File: config.mk
export PLATFORM = sky130hd
export DESIGN_NAME = store_merge
export DESIGN_NICKNAME = d
export VERILOG_FILES = /design/src/rtl/store_merge.sv
export SDC_FILE = /design/constraint.sdc
export NUM_CORES = 1
export LEC_CHECK = 0
export CAP_MARGIN = 20
export CORE_MARGIN = 4
export CORE_UTILIZATION = 25
export DETAILED_ROUTE_END_ITERATION = 7
export PLACE_DENSITY_LB_ADDON = 0.05
export SLEW_MARGIN = 40
export SYNTH_ARGS = -nofsm -noshare
export SYNTH_HDL_FRONTEND = slang
export SYNTH_SLANG_ARGS = --single-unit
File: constraint.sdc
create_clock -name clk -period 3.01 [get_ports clk]
set_input_delay 0.301 -clock clk [delete_from_list [all_inputs] [get_ports clk]]
set_output_delay 0.301 -clock clk [all_outputs]
set_load 0.02 [all_outputs]
File: src/rtl/store_merge.sv
// store_merge: turns byte/half/word store requests into full-word memory
// accesses. Word stores are written directly. Byte and halfword stores do a
// read-modify-write: read the containing word, splice the new lanes in, then
// write the whole word back.
//
// State table
//   state | meaning
//   IDLE  | ready for a request (req_ready=1)
//   READ  | mem_rd strobe for the containing word
//   WAIT  | mem_rdata valid; merge the new lanes into it
//   WRITE | mem_we strobe with the merged word
//   DONE  | done pulse
//   ERR   | err pulse for a rejected request, no memory access
//
// Ports
//   clk        : clock, rising edge
//   reset      : asynchronous active-low reset
//   req_valid  : store request present
//   req_ready  : request accepted on this cycle's edge when valid
//   req_type   : 00=SW, 01=SH, 10=SB, 11=reserved
//   req_addr   : byte address
//   req_data   : store data, narrow values in the low bits
//   mem_addr   : word address (bits [1:0] always 0) during READ/WRITE
//   mem_rd     : one-cycle read strobe
//   mem_rdata  : read data, valid the cycle after mem_rd
//   mem_we     : one-cycle full-word write strobe
//   mem_wdata  : merged write word (0 outside WRITE)
//   mem_be     : modified byte lanes (0 outside WRITE)
//   done       : one-cycle completion pulse
//   err        : one-cycle rejection pulse
module store_merge (
  input  logic        clk,
  input  logic        reset,
  input  logic        req_valid,
  output logic        req_ready,
  input  logic [1:0]  req_type,
  input  logic [31:0] req_addr,
  input  logic [31:0] req_data,
  output logic [31:0] mem_addr,
  output logic        mem_rd,
  input  logic [31:0] mem_rdata,
  output logic        mem_we,
  output logic [31:0] mem_wdata,
  output logic [3:0]  mem_be,
  output logic        done,
  output logic        err
);

  typedef enum logic [2:0] {
    IDLE  = 3'd0,
    READ  = 3'd1,
    WAIT  = 3'd2,
    WRITE = 3'd3,
    DONE  = 3'd4,
    ERR   = 3'd5
  } state_t;

  localparam logic [1:0] TYPE_SW = 2'b00;
  localparam logic [1:0] TYPE_SH = 2'b01;
  localparam logic [1:0] TYPE_SB = 2'b10;

  state_t      state_q, state_d;
  logic [1:0]  type_q, type_d;
  logic [31:0] addr_q, addr_d;
  logic [31:0] data_q, data_d;
  logic [31:0] merge_q, merge_d;

  logic        req_ready_q, req_ready_d;
  logic [31:0] mem_addr_q, mem_addr_d;
  logic        mem_rd_q, mem_rd_d;
  logic        mem_we_q, mem_we_d;
  logic [31:0] mem_wdata_q, mem_wdata_d;
  logic [3:0]  mem_be_q, mem_be_d;
  logic        done_q, done_d;
  logic        err_q, err_d;

  function automatic logic is_bad(input logic [1:0] t, input logic [1:0] a);
    return (t == 2'b11) ||
           ((t == TYPE_SH) && a[0]) ||
           ((t == TYPE_SW) && (a != 2'b00));
  endfunction

  function automatic logic [3:0] lane_mask(input logic [1:0] t, input logic [1:0] a);
    case (t)
      TYPE_SW: return 4'b1111;
      TYPE_SH: return a[1] ? 4'b1100 : 4'b0011;
      TYPE_SB: return 4'b0001 << a;
      default: return 4'b0000;
    endcase
  endfunction

  // Replicating the narrow value across the word puts it in every lane, so the
  // lane mask alone decides which copy lands in memory.
  function automatic logic [31:0] spread(input logic [1:0] t, input logic [31:0] d);
    case (t)
      TYPE_SH: return {2{d[15:0]}};
      TYPE_SB: return {4{d[7:0]}};
      default: return d;
    endcase
  endfunction

  function automatic logic [31:0] merge_word(input logic [31:0] old_w,
                                             input logic [31:0] new_w,
                                             input logic [3:0]  be);
    logic [31:0] w;
    for (int k = 0; k < 4; k++) begin
      w[8*k +: 8] = be[k] ? new_w[8*k +: 8] : old_w[8*k +: 8];
    end
    return w;
  endfunction

  always_comb begin
    state_d = state_q;
    type_d  = type_q;
    addr_d  = addr_q;
    data_d  = data_q;
    merge_d = merge_q;

    case (state_q)
      IDLE: begin
        if (req_valid) begin
          type_d = req_type;
          addr_d = req_addr;
          data_d = req_data;
          if (is_bad(req_type, req_addr[1:0])) begin
            state_d = ERR;
          end else if (req_type == TYPE_SW) begin
            merge_d = req_data;
            state_d = WRITE;
          end else begin
            state_d = READ;
          end
        end
      end
      READ:  state_d = WAIT;
      WAIT: begin
        merge_d = merge_word(mem_rdata, spread(type_q, data_q),
                             lane_mask(type_q, addr_q[1:0]));
        state_d = WRITE;
      end
      WRITE: state_d = DONE;
      DONE:  state_d = IDLE;
      ERR:   state_d = IDLE;
      default: state_d = IDLE;
    endcase

    // Outputs are registered from the next state so each strobe lines up with
    // the cycle its state occupies.
    req_ready_d = (state_d == IDLE);
    mem_rd_d    = (state_d == READ);
    mem_we_d    = (state_d == WRITE);
    done_d      = (state_d == DONE);
    err_d       = (state_d == ERR);
    mem_addr_d  = ((state_d == READ) || (state_d == WRITE)) ? {addr_d[31:2], 2'b00} : 32'd0;
    mem_wdata_d = (state_d == WRITE) ? merge_d : 32'd0;
    mem_be_d    = (state_d == WRITE) ? lane_mask(type_d, addr_d[1:0]) : 4'b0000;
  end

  always_ff @(posedge clk or negedge reset) begin
    if (!reset) begin
      state_q     <= IDLE;
      type_q      <= 2'b00;
      addr_q      <= 32'd0;
      data_q      <= 32'd0;
      merge_q     <= 32'd0;
      req_ready_q <= 1'b1;
      mem_addr_q  <= 32'd0;
      mem_rd_q    <= 1'b0;
      mem_we_q    <= 1'b0;
      mem_wdata_q <= 32'd0;
      mem_be_q    <= 4'b0000;
      done_q      <= 1'b0;
      err_q       <= 1'b0;
    end else begin
      state_q     <= state_d;
      type_q      <= type_d;
      addr_q      <= addr_d;
      data_q      <= data_d;
      merge_q     <= merge_d;
      req_ready_q <= req_ready_d;
      mem_addr_q  <= mem_addr_d;
      mem_rd_q    <= mem_rd_d;
      mem_we_q    <= mem_we_d;
      mem_wdata_q <= mem_wdata_d;
      mem_be_q    <= mem_be_d;
      done_q      <= done_d;
      err_q       <= err_d;
    end
  end

  assign req_ready = req_ready_q;
  assign mem_addr  = mem_addr_q;
  assign mem_rd    = mem_rd_q;
  assign mem_we    = mem_we_q;
  assign mem_wdata = mem_wdata_q;
  assign mem_be    = mem_be_q;
  assign done      = done_q;
  assign err       = err_q;

endmodule

# Word-level counts from Yosys, hierarchy flattened

Cells that the tools add are included.
W data, S select, Z words.

Mux-type cells: 25
Equality and inequality tests: 13
Shift operators: 2
Reductions and logical operators: 12

Operators by type and width:

| cell                  | count |
|---|---|
| $mux W32              | 7 |
| $pmux W32 S2          | 2 |
| $mux W8               | 4 |
| $pmux W4 S3           | 2 |
| $mux W4               | 4 |
| $pmux W3 S4           | 1 |
| $eq A3 B2 Y1 const B  | 3 |
| $shl A1 B2 Y4 const A | 2 |
| $eq A2 B1 Y1 const B  | 3 |
| $eq A2 B2 Y1 const B  | 3 |
| $eq A3 B1 Y1 const B  | 2 |
| $eq A3 B3 Y1 const B  | 2 |
| $logic_not A2 Y1      | 3 |
| $logic_not A3 Y1      | 2 |
| $mux W2               | 3 |
| $mux W3               | 2 |
| $logic_or A1 B1 Y1    | 3 |
| $logic_and A1 B1 Y1   | 2 |
| $reduce_and A2 Y1     | 1 |
| $reduce_bool A2 Y1    | 1 |

Output and inout port bits: 73
Bits of input ports: 101
Word-level logic and storage cells: 65
Bits in registers: 174

# Depth between registers and ports, before layout

Gate-level depths: netlist of run 1.

Word-level depth: 10
Depth in mapped cells: 9
Gate-level depth less buffers: 7

# Worst setup path after synthesis of run 1

OpenSTA, ideal clock, no wires.

Kind: reg-to-reg
Start point: register type_q[0]
End point: register merge_q[26]
Path buffers: 2
Stages on the path, launching flop included: 10
Library setup time: 0.144 ns
Period minus slack after synthesis: 2.132 ns
Data required time: 2.866 ns
Arrival: 1.987 ns
Slack: 0.878 ns
Cells stage by stage: dfrtp_1 -> inv_1 -> ha_1 -> clkbuf_1 -> inv_1 -> clkbuf_1 -> a221oi_1 -> nor3_1 -> a311oi_1 -> o211ai_1

Longest elaborated chain between the ends: 5
Elaborated cells on any way between the ends: 8
Classes of those cells: eq/ne (2); mux (5); reduce/logical (1)

RTL lines:

| what                                 | line   | source |
|---|---|---|
| start: declaration                   | 63     | `logic [1:0] type_q, type_d;` |
| start signal: assignment             | 176    | `type_q <= type_d;` |
| $eq A2 B2 Y1 (tied with other cells) | 84, 95 |  |
| $pmux W4 S3                          | 84     | `case (t)` |
| $mux W4                              | 119    | `case (state_q)` |
| $mux W8 (*)                          | 107    | `w[8*k +: 8] = be[k] ? new_w[8*k +: 8] : old_w[8*k +: 8];` |
| $pmux W32 S2 (*)                     | 119    |  |
| via merge_d[26]                      | 66     | `logic [31:0] merge_q, merge_d;` |
| end signal: assignment               | 179    | `merge_q <= merge_d;` |
| end: declaration                     | 66     |  |

The timed path passes the listed nets; every way through them passes the cells marked *. The select of a mux whose other input is x is not followed.
A chain may end at the register's enable or synchronous reset.

# Final worst setup path of run 1

Start point: register type_q[1]
End point: register merge_q[26]

The elaborated chain is that of the path after synthesis.

==> results of run 1 <==
critical path, cell delays in order, from the launching register on:
cell and delay (ps):
dfrtp_1 390, inv_1 110, ha_1 360, a211oi_1 420
or3_1 360, nor3_1 120, a311oi_1 330, o211ai_1 140
cells by family (layout without fill, tap and decap cells):
logic type	count (synthesis)	after routing	synth area share (%)
AND/OR/NAND/NOR	294	294	20.2
flip-flops	144	144	57.5
AO/OA/AOI/OAI	121	121	14.0
buffers and inverters	55	228	3.87
multiplexers	21	21	3.61
adder cells (fa/ha/maj)	4	4	0.798
other	1	2	0.0598
layout make-up:
type | count | area, sq um
fillers | 2494 | 15600
multi-input cells | 442 | 2430
flip-flops and latches | 144 | 3600
inverters | 7 | 26.3
clock inverters | 11 | 118
clock buffers | 21 | 480
well taps | 324 | 405
repair buffers | 189 | 1850
worst max-delay path by stage:
stage / from / to / cells after the start
2_1_floorplan: type_q[0]$_DFF_PN0_ / merge_q[26]$_DFF_PN0_ / 9
3_3_place_gp: req_valid / mem_wdata[9]$_DFF_PN0_ / 5
3_5_place_dp: req_valid / mem_wdata[9]$_DFF_PN0_ / 5
4_1_cts: state_q[1]$_DFF_PN0_ / mem_wdata[26]$_DFF_PN0_ / 6
5_1_grt: type_q[1]$_DFF_PN0_ / merge_q[28]$_DFF_PN0_ / 7
6_report: type_q[1]$_DFF_PN0_ / merge_q[26]$_DFF_PN0_ / 7
layout by cell type, fill, tap and decap left out, types with 4 or more instances in the layout:
cell type        instances
dfrtp_1                143
nor3b_1                  7
mux2i_1                  8
a22o_1                  10
clkbuf_16               17
nor2b_1                  4
nor2_1                  24
a21oi_1                 51
or2_2                    4
a311oi_1                 4
mux2_2                  13
buf_4                   17
o211ai_1                 5
inv_1                    7
clkdlybuf4s50_1        170
ha_1                     4
o21ai_0                  6
a32o_1                   5
a221oi_1                 6
nor3_1                  10
o31ai_1                  4
nand3b_1                13
o2bb2ai_2                7
clkbuf_8                 4
inv_6                    4
nand2_1                216
synth_stat cells (all sizes together) (2+ instances only):
| cell type | count | area share, % |
|---|---|---|
| mux2 | 13 | 2.3 |
| a21oi | 52 | 4.2 |
| clkbuf | 27 | 1.6 |
| nand2 | 217 | 13 |
| o211ai | 5 | 0.60 |
| o31ai | 4 | 0.48 |
| o21ai | 8 | 0.64 |
| nand3b | 13 | 1.6 |
| a32oi | 3 | 0.42 |
| nor2b | 4 | 0.40 |
| a21o | 3 | 0.36 |
| ha | 4 | 0.80 |
| nor2 | 25 | 1.5 |
| a211oi | 3 | 0.44 |
| or2 | 5 | 0.50 |
| nor3b | 7 | 0.84 |
| buf | 21 | 1.8 |
| a221oi | 6 | 0.84 |
| o2bb2ai | 8 | 1.8 |
| nor3 | 12 | 1.2 |
| a311oi | 4 | 0.56 |
| and2 | 2 | 0.20 |
| or3b | 2 | 0.28 |
| o32ai | 3 | 0.54 |
| dfrtp | 143 | 57 |
| nand2b | 3 | 0.30 |
| mux2i | 8 | 1.3 |
| a32o | 5 | 0.80 |
| nand3 | 2 | 0.16 |
| inv | 7 | 0.42 |
| a22o | 10 | 1.4 |
per-stage QoR:
stage | total power (uW) | worst slack (ps) | area [sq um] | instances
after global routing | 10700 | 390 | 8920 | 1138
after global placement | 7910 | 573 | 8310 | 1105
after CTS | 10100 | 635 | 8920 | 1138
final | 9970 | 623 | 8920 | 1138
after floorplan | 6050 | 878 | 6280 | 641
after detailed placement | 7920 | 535 | 8310 | 1105
sequential cells by signal, summed over array words and instances, names as in the netlist:
| register | flops |
|---|---|
| err | 1 |
| mem_be | 4 |
| state_q | 3 |
| mem_addr | 30 |
| mem_wdata | 32 |
| mem_rd | 1 |
| type_q | 2 |
| mem_we | 1 |
| req_ready | 1 |
| merge_q | 4 |
| addr_q | 32 |
| done | 1 |
| data_q | 32 |
metal layers:
metal	global-route usage (%)	routed length, microns
met1	19.5	9250
met2	23.5	9460
met3	3.90	1030
met4	4.23	248
met5	0	27
where the power goes:
| part | total (uW) | internal, uW | switching (uW) | leakage, uW |
|---|---|---|---|---|
| combinational | 4580 | 1900 | 2680 | 0.00186 |
| clock | 2140 | 1250 | 897 | 0.000289 |
| sequential | 3240 | 2770 | 474 | 0.00186 |
| total | 9970 | 5920 | 4050 | 0.00401 |
==> flow_metrics.env, run 1 <==
export IMPL_die_area_sq_mm=0.0277
export IMPL_synthCells=640
export IMPL_wirelength_mm=20.0
export IMPL_slew_headroom_pct=54.5
export IMPL_clock_path_buffers=2
export IMPL_r2r_end="merge_q[26]$_DFF_PN0_"
export IMPL_n_antenna_cell=0
export IMPL_pwr_density_cell_mw_per_mm2=1120
export IMPL_cts_root_buf="clkbuf_16"
export IMPL_fmax_mhz=419
export IMPL_outcome="completed"
export IMPL_die_w_microns=166
export IMPL_antenna_found_initial=2
export IMPL_synth_warnings=0
export IMPL_worstSetupPathType="register to register"
export IMPL_synth_edf_count=0
export IMPL_place_hpwl_mm=14.2
export IMPL_reg2regPathDepth=7
export IMPL_grt_remaining_overflow=0
export IMPL_fin_util_pct=36.3
export IMPL_path_max_fanout=12
export IMPL_hold_buffers=1
export IMPL_worstMarginPinSlew_ps=680
export IMPL_ys_types=54
export IMPL_via_per_inst=4.48
export IMPL_syn_area_sq_mm=0.00627
export IMPL_finalSetupViolations=0
export IMPL_worstReg2RegStart="type_q[1]$_DFF_PN0_"
export IMPL_post_cts_buffers=0
export IMPL_fin_crit_ps=2390
export IMPL_finalNetCount=906
export IMPL_io_buffers=171
export IMPL_final_layout_size_suffix_gt1_share_pct=10.2
export IMPL_clkTransAtPathRegs_ps=60
export IMPL_placementRows=57
export IMPL_end_kind="register"
export IMPL_cts_sinks=144
export IMPL_antenna_left=0
export IMPL_cp_start_kind="register"
export IMPL_finalHoldViolations=0
export IMPL_grt_max_degree=63
export IMPL_async_flop_share_pct=100
export IMPL_drt_initial_drc_count=198
export IMPL_ios=174
export IMPL_maxSlewViolCount=0
export IMPL_ys_flop_type="dfrtp_1"
export IMPL_grt_pass1_vias=5525
export IMPL_grt_pass1_wl_mm=32.0
export IMPL_cts_inserted_buffers=17
export IMPL_rsz0062_at_grt="false"
export IMPL_clk_latency_ps=420
export IMPL_htree_num_levels=4
export IMPL_syn_avg_cell_area_sq_um=9.80
export IMPL_reg2reg_slack_ps=620
export IMPL_p_leak_uw=0.00401
export IMPL_grt_usage_pct=14.6
export IMPL_tns_ps=0
export IMPL_post_route_drc_count=0
export IMPL_area_delta_synth_final_pct=42.2
export IMPL_place_gp_congestion=0.769
export IMPL_required_ps=3280
export IMPL_hp_class="input port to async pin"
export IMPL_period_share_pct=79.3
export IMPL_post_drt_wl_per_cell_microns=17.6
export IMPL_cp_arrival_ps=2660
export IMPL_synth_seq_cells=144
export IMPL_postCtsResizedCells=0
export IMPL_cap_violations=0
export IMPL_clock_skew_ps=12.2
export IMPL_via_count=5102
export IMPL_core_sq_mm=0.0245
export IMPL_start_util_pct=25.6
export IMPL_yosysSeqAreaShare_pct=57.5
export IMPL_tritoncts="built"
export IMPL_drt_pass1_iter_count=4
export IMPL_dieHeight_microns=166
export IMPL_vdd_drop_max_mv=0.444
export IMPL_hold_slack_ps=428
No activity file was read; power rests on OpenSTA's default activity.
==> run 2: changes to the inputs <==
clock period = 1.92 ns   (was 3.01 ns; I/O delays follow)
==> flow_metrics.env, run 2 (synthesis gave the netlist of run 1 again) <==
export IMPL_io_buffers=171
export IMPL_p_leak_uw=0.00431
export IMPL_clock_path_buffers=2
export IMPL_cp_slowest_cell="dfrtp_1"
export IMPL_clock_skew_ps=10.8
export IMPL_dieHeight_microns=166
export IMPL_cts_sinks=144
export IMPL_p_int_uw=10600
export IMPL_start_util_pct=25.6
export IMPL_clkTransAtPathRegs_ps=60
export IMPL_critPathMostFrequentCell="buf_6"
export IMPL_post_route_drc_count=0
export IMPL_ios=174
export IMPL_cap_violations=0
export IMPL_fmax_mhz=526
export IMPL_core_sq_mm=0.0245
export IMPL_pwr_density_cell_mw_per_mm2=1820
export IMPL_n_antenna_cell=0
export IMPL_finalHoldViolations=0
export IMPL_path_max_fanout=7
export IMPL_drt_initial_drc_count=222
export IMPL_place_gp_congestion=0.768
export IMPL_grt_max_degree=69
export IMPL_end_kind="register"
export IMPL_die_w_microns=166
export IMPL_power_frac_clock_pct=21.1
export IMPL_critPathMaxStageDelay_ps=410
export IMPL_grt_pass1_wl_mm=32.6
export IMPL_outcome="completed"
export IMPL_area_delta_synth_final_pct=52.9
export IMPL_tritoncts="built"
export IMPL_finalPower_uw=17500
export IMPL_drt_pass1_iter_count=5
export IMPL_via_count=5274
export IMPL_combPwrFrac_pct=50.3
export IMPL_fin_crit_ps=1900
export IMPL_via_per_inst=4.48
export IMPL_path_cells="buf_4 > ha_4 > a211oi_4 > buf_6 > nor3_4 > buf_6 > mux2_4 > nand2_2 > a21oi_2"
export IMPL_hp_class="input port to async pin"
export IMPL_reg2reg_slack_ps=20
export IMPL_final_layout_size_suffix_gt1_share_pct=18.7
export IMPL_layout_commonest_cell="nand2_1"
export IMPL_tns_ps=0
export IMPL_grt_pass1_vias=5698
export IMPL_vdd_drop_max_mv=0.781
export IMPL_switching_share_pct=39.5
export IMPL_cts_inserted_buffers=17
export IMPL_cp_start_kind="register"
export IMPL_placementRows=57
export IMPL_layout_common_cells="nand2_1, clkdlybuf4s50_1, dfrtp_1"
export IMPL_antenna_found_initial=0
export IMPL_cp_arrival_ps=2200
export IMPL_cts_root_buf="clkbuf_16"
export IMPL_period_share_pct=99.1
export IMPL_fill_cells=2460
export IMPL_antenna_left=0
export IMPL_wirelength_mm=20.2
export IMPL_p_switching_uw=6910
export IMPL_die_area_sq_mm=0.0277
export IMPL_finalNetCount=944
export IMPL_rsz0062_at_grt="true"
export IMPL_post_drt_wl_per_cell_microns=17.2
export IMPL_worstSetupPathType="register to register"
export IMPL_place_ws_ps=-130
export IMPL_grt_usage_pct=14.8
export IMPL_finalSetupViolations=0
export IMPL_sequentialPowerShare_pct=28.6
export IMPL_grt_remaining_overflow=0
export IMPL_place_hpwl_mm=14.4
export IMPL_maxSlewViolCount=0
export IMPL_setup_slack_ps=17.1
export IMPL_required_ps=2210
export IMPL_clk_latency_ps=430
export IMPL_htree_num_levels=4
-- run 2: cell types whose count changed in the layout (fill, tap and decap cells not counted), sizes merged --
cell / delta
bufinv: +3
clkinvlp: -1
clkinv: -1
inv: +3
clkbuf: -4
buf: +38
-- run 2: worst paths after layout --
kind,from,end,cells past startpoint
min in group clk,req_addr[13],addr_q[13]$_DFF_PN0_,3
setup reg to reg,type_q[1]$_DFF_PN0_,mem_wdata[13]$_DFF_PN0_,9
setup / recovery,type_q[1]$_DFF_PN0_,mem_wdata[13]$_DFF_PN0_,9
hold reg to reg,addr_q[11]$_DFF_PN0_,addr_q[11]$_DFF_PN0_,2
max in group asynchronous,reset,addr_q[28]$_DFF_PN0_,3
hold / removal,reset,mem_wdata[17]$_DFF_PN0_,2
-- run 2: what timing repair did --
| item | 4_1_cts | 5_1_grt |
|---|---|---|
| hold buffers | 1 | 0 |
| pin swaps | 3 | 13 |
| gates cloned | 0 | 0 |
| gates resized for setup | 17 | 37 |
| hold endpoints to repair | 30 | 0 |
| setup buffers | 4 | 1 |
| setup endpoints to repair | 23 | 32 |
-- run 2: critical path: cells and delay by family (launching register included) --
| kind | cells | cell delay [ps] |
|---|---|---|
| adders and majority gates | 1 | 180 |
| DFF | 1 | 410 |
| buffers and inverters | 3 | 460 |
| muxes | 1 | 310 |
| AOI/OAI and AO/OA | 2 | 320 |
| and+or+nand+nor | 2 | 110 |
-- run 2: cell type report --
type / instances / area, sq um / area share [%]
clock buffer: 17 / 425 / 4.43
clock inverter: 15 / 221 / 2.31
inverter: 7 / 31.3 / 0.326
multi-input combinational: 442 / 2680 / 27.9
sequential: 144 / 3610 / 37.6
tap: 324 / 405 / 4.23
timing repair buffer: 227 / 2230 / 23.2
-- run 2: per-layer routing --
layer | track usage, % | wire length (microns) | vias up
met5 | 0 | 0 | -
met4 | 5.12 | 454 | 0
met3 | 4.26 | 1110 | 23
met2 | 23.6 | 9410 | 150
met1 | 19.3 | 9250 | 2540
li1 | - | - | 2561
-- run 2: power groups by stage --
stage	Sequential [uW]	Combinational (uW)	Clock, uW
after floorplan	5550	4040	0
after global placement	5010	8040	0
after detailed placement	5010	8100	0
after CTS	5000	8450	3800
after global routing	5150	9600	3950
final	5000	8780	3680
-- run 2: per-stage QoR --
step | cell area [sq um] | hold WS, ps | utilization [%] | cells
after floorplan | 6300 | -104 | - | 641
after global placement | 8640 | 109 | 35.2 | 1138
after detailed placement | 8640 | 113 | 35.2 | 1138
after CTS | 9420 | 233 | 38.4 | 1175
after global routing | 9590 | 255 | 39.1 | 1176
final | 9590 | 230 | 39.1 | 1176
==> run 3: changes to the inputs <==
CTS_CLUSTER_DIAMETER = 150   (was not set)
==> results of run 3 <==
The final DEF is identical to that of run 2; final timing and power are the same.
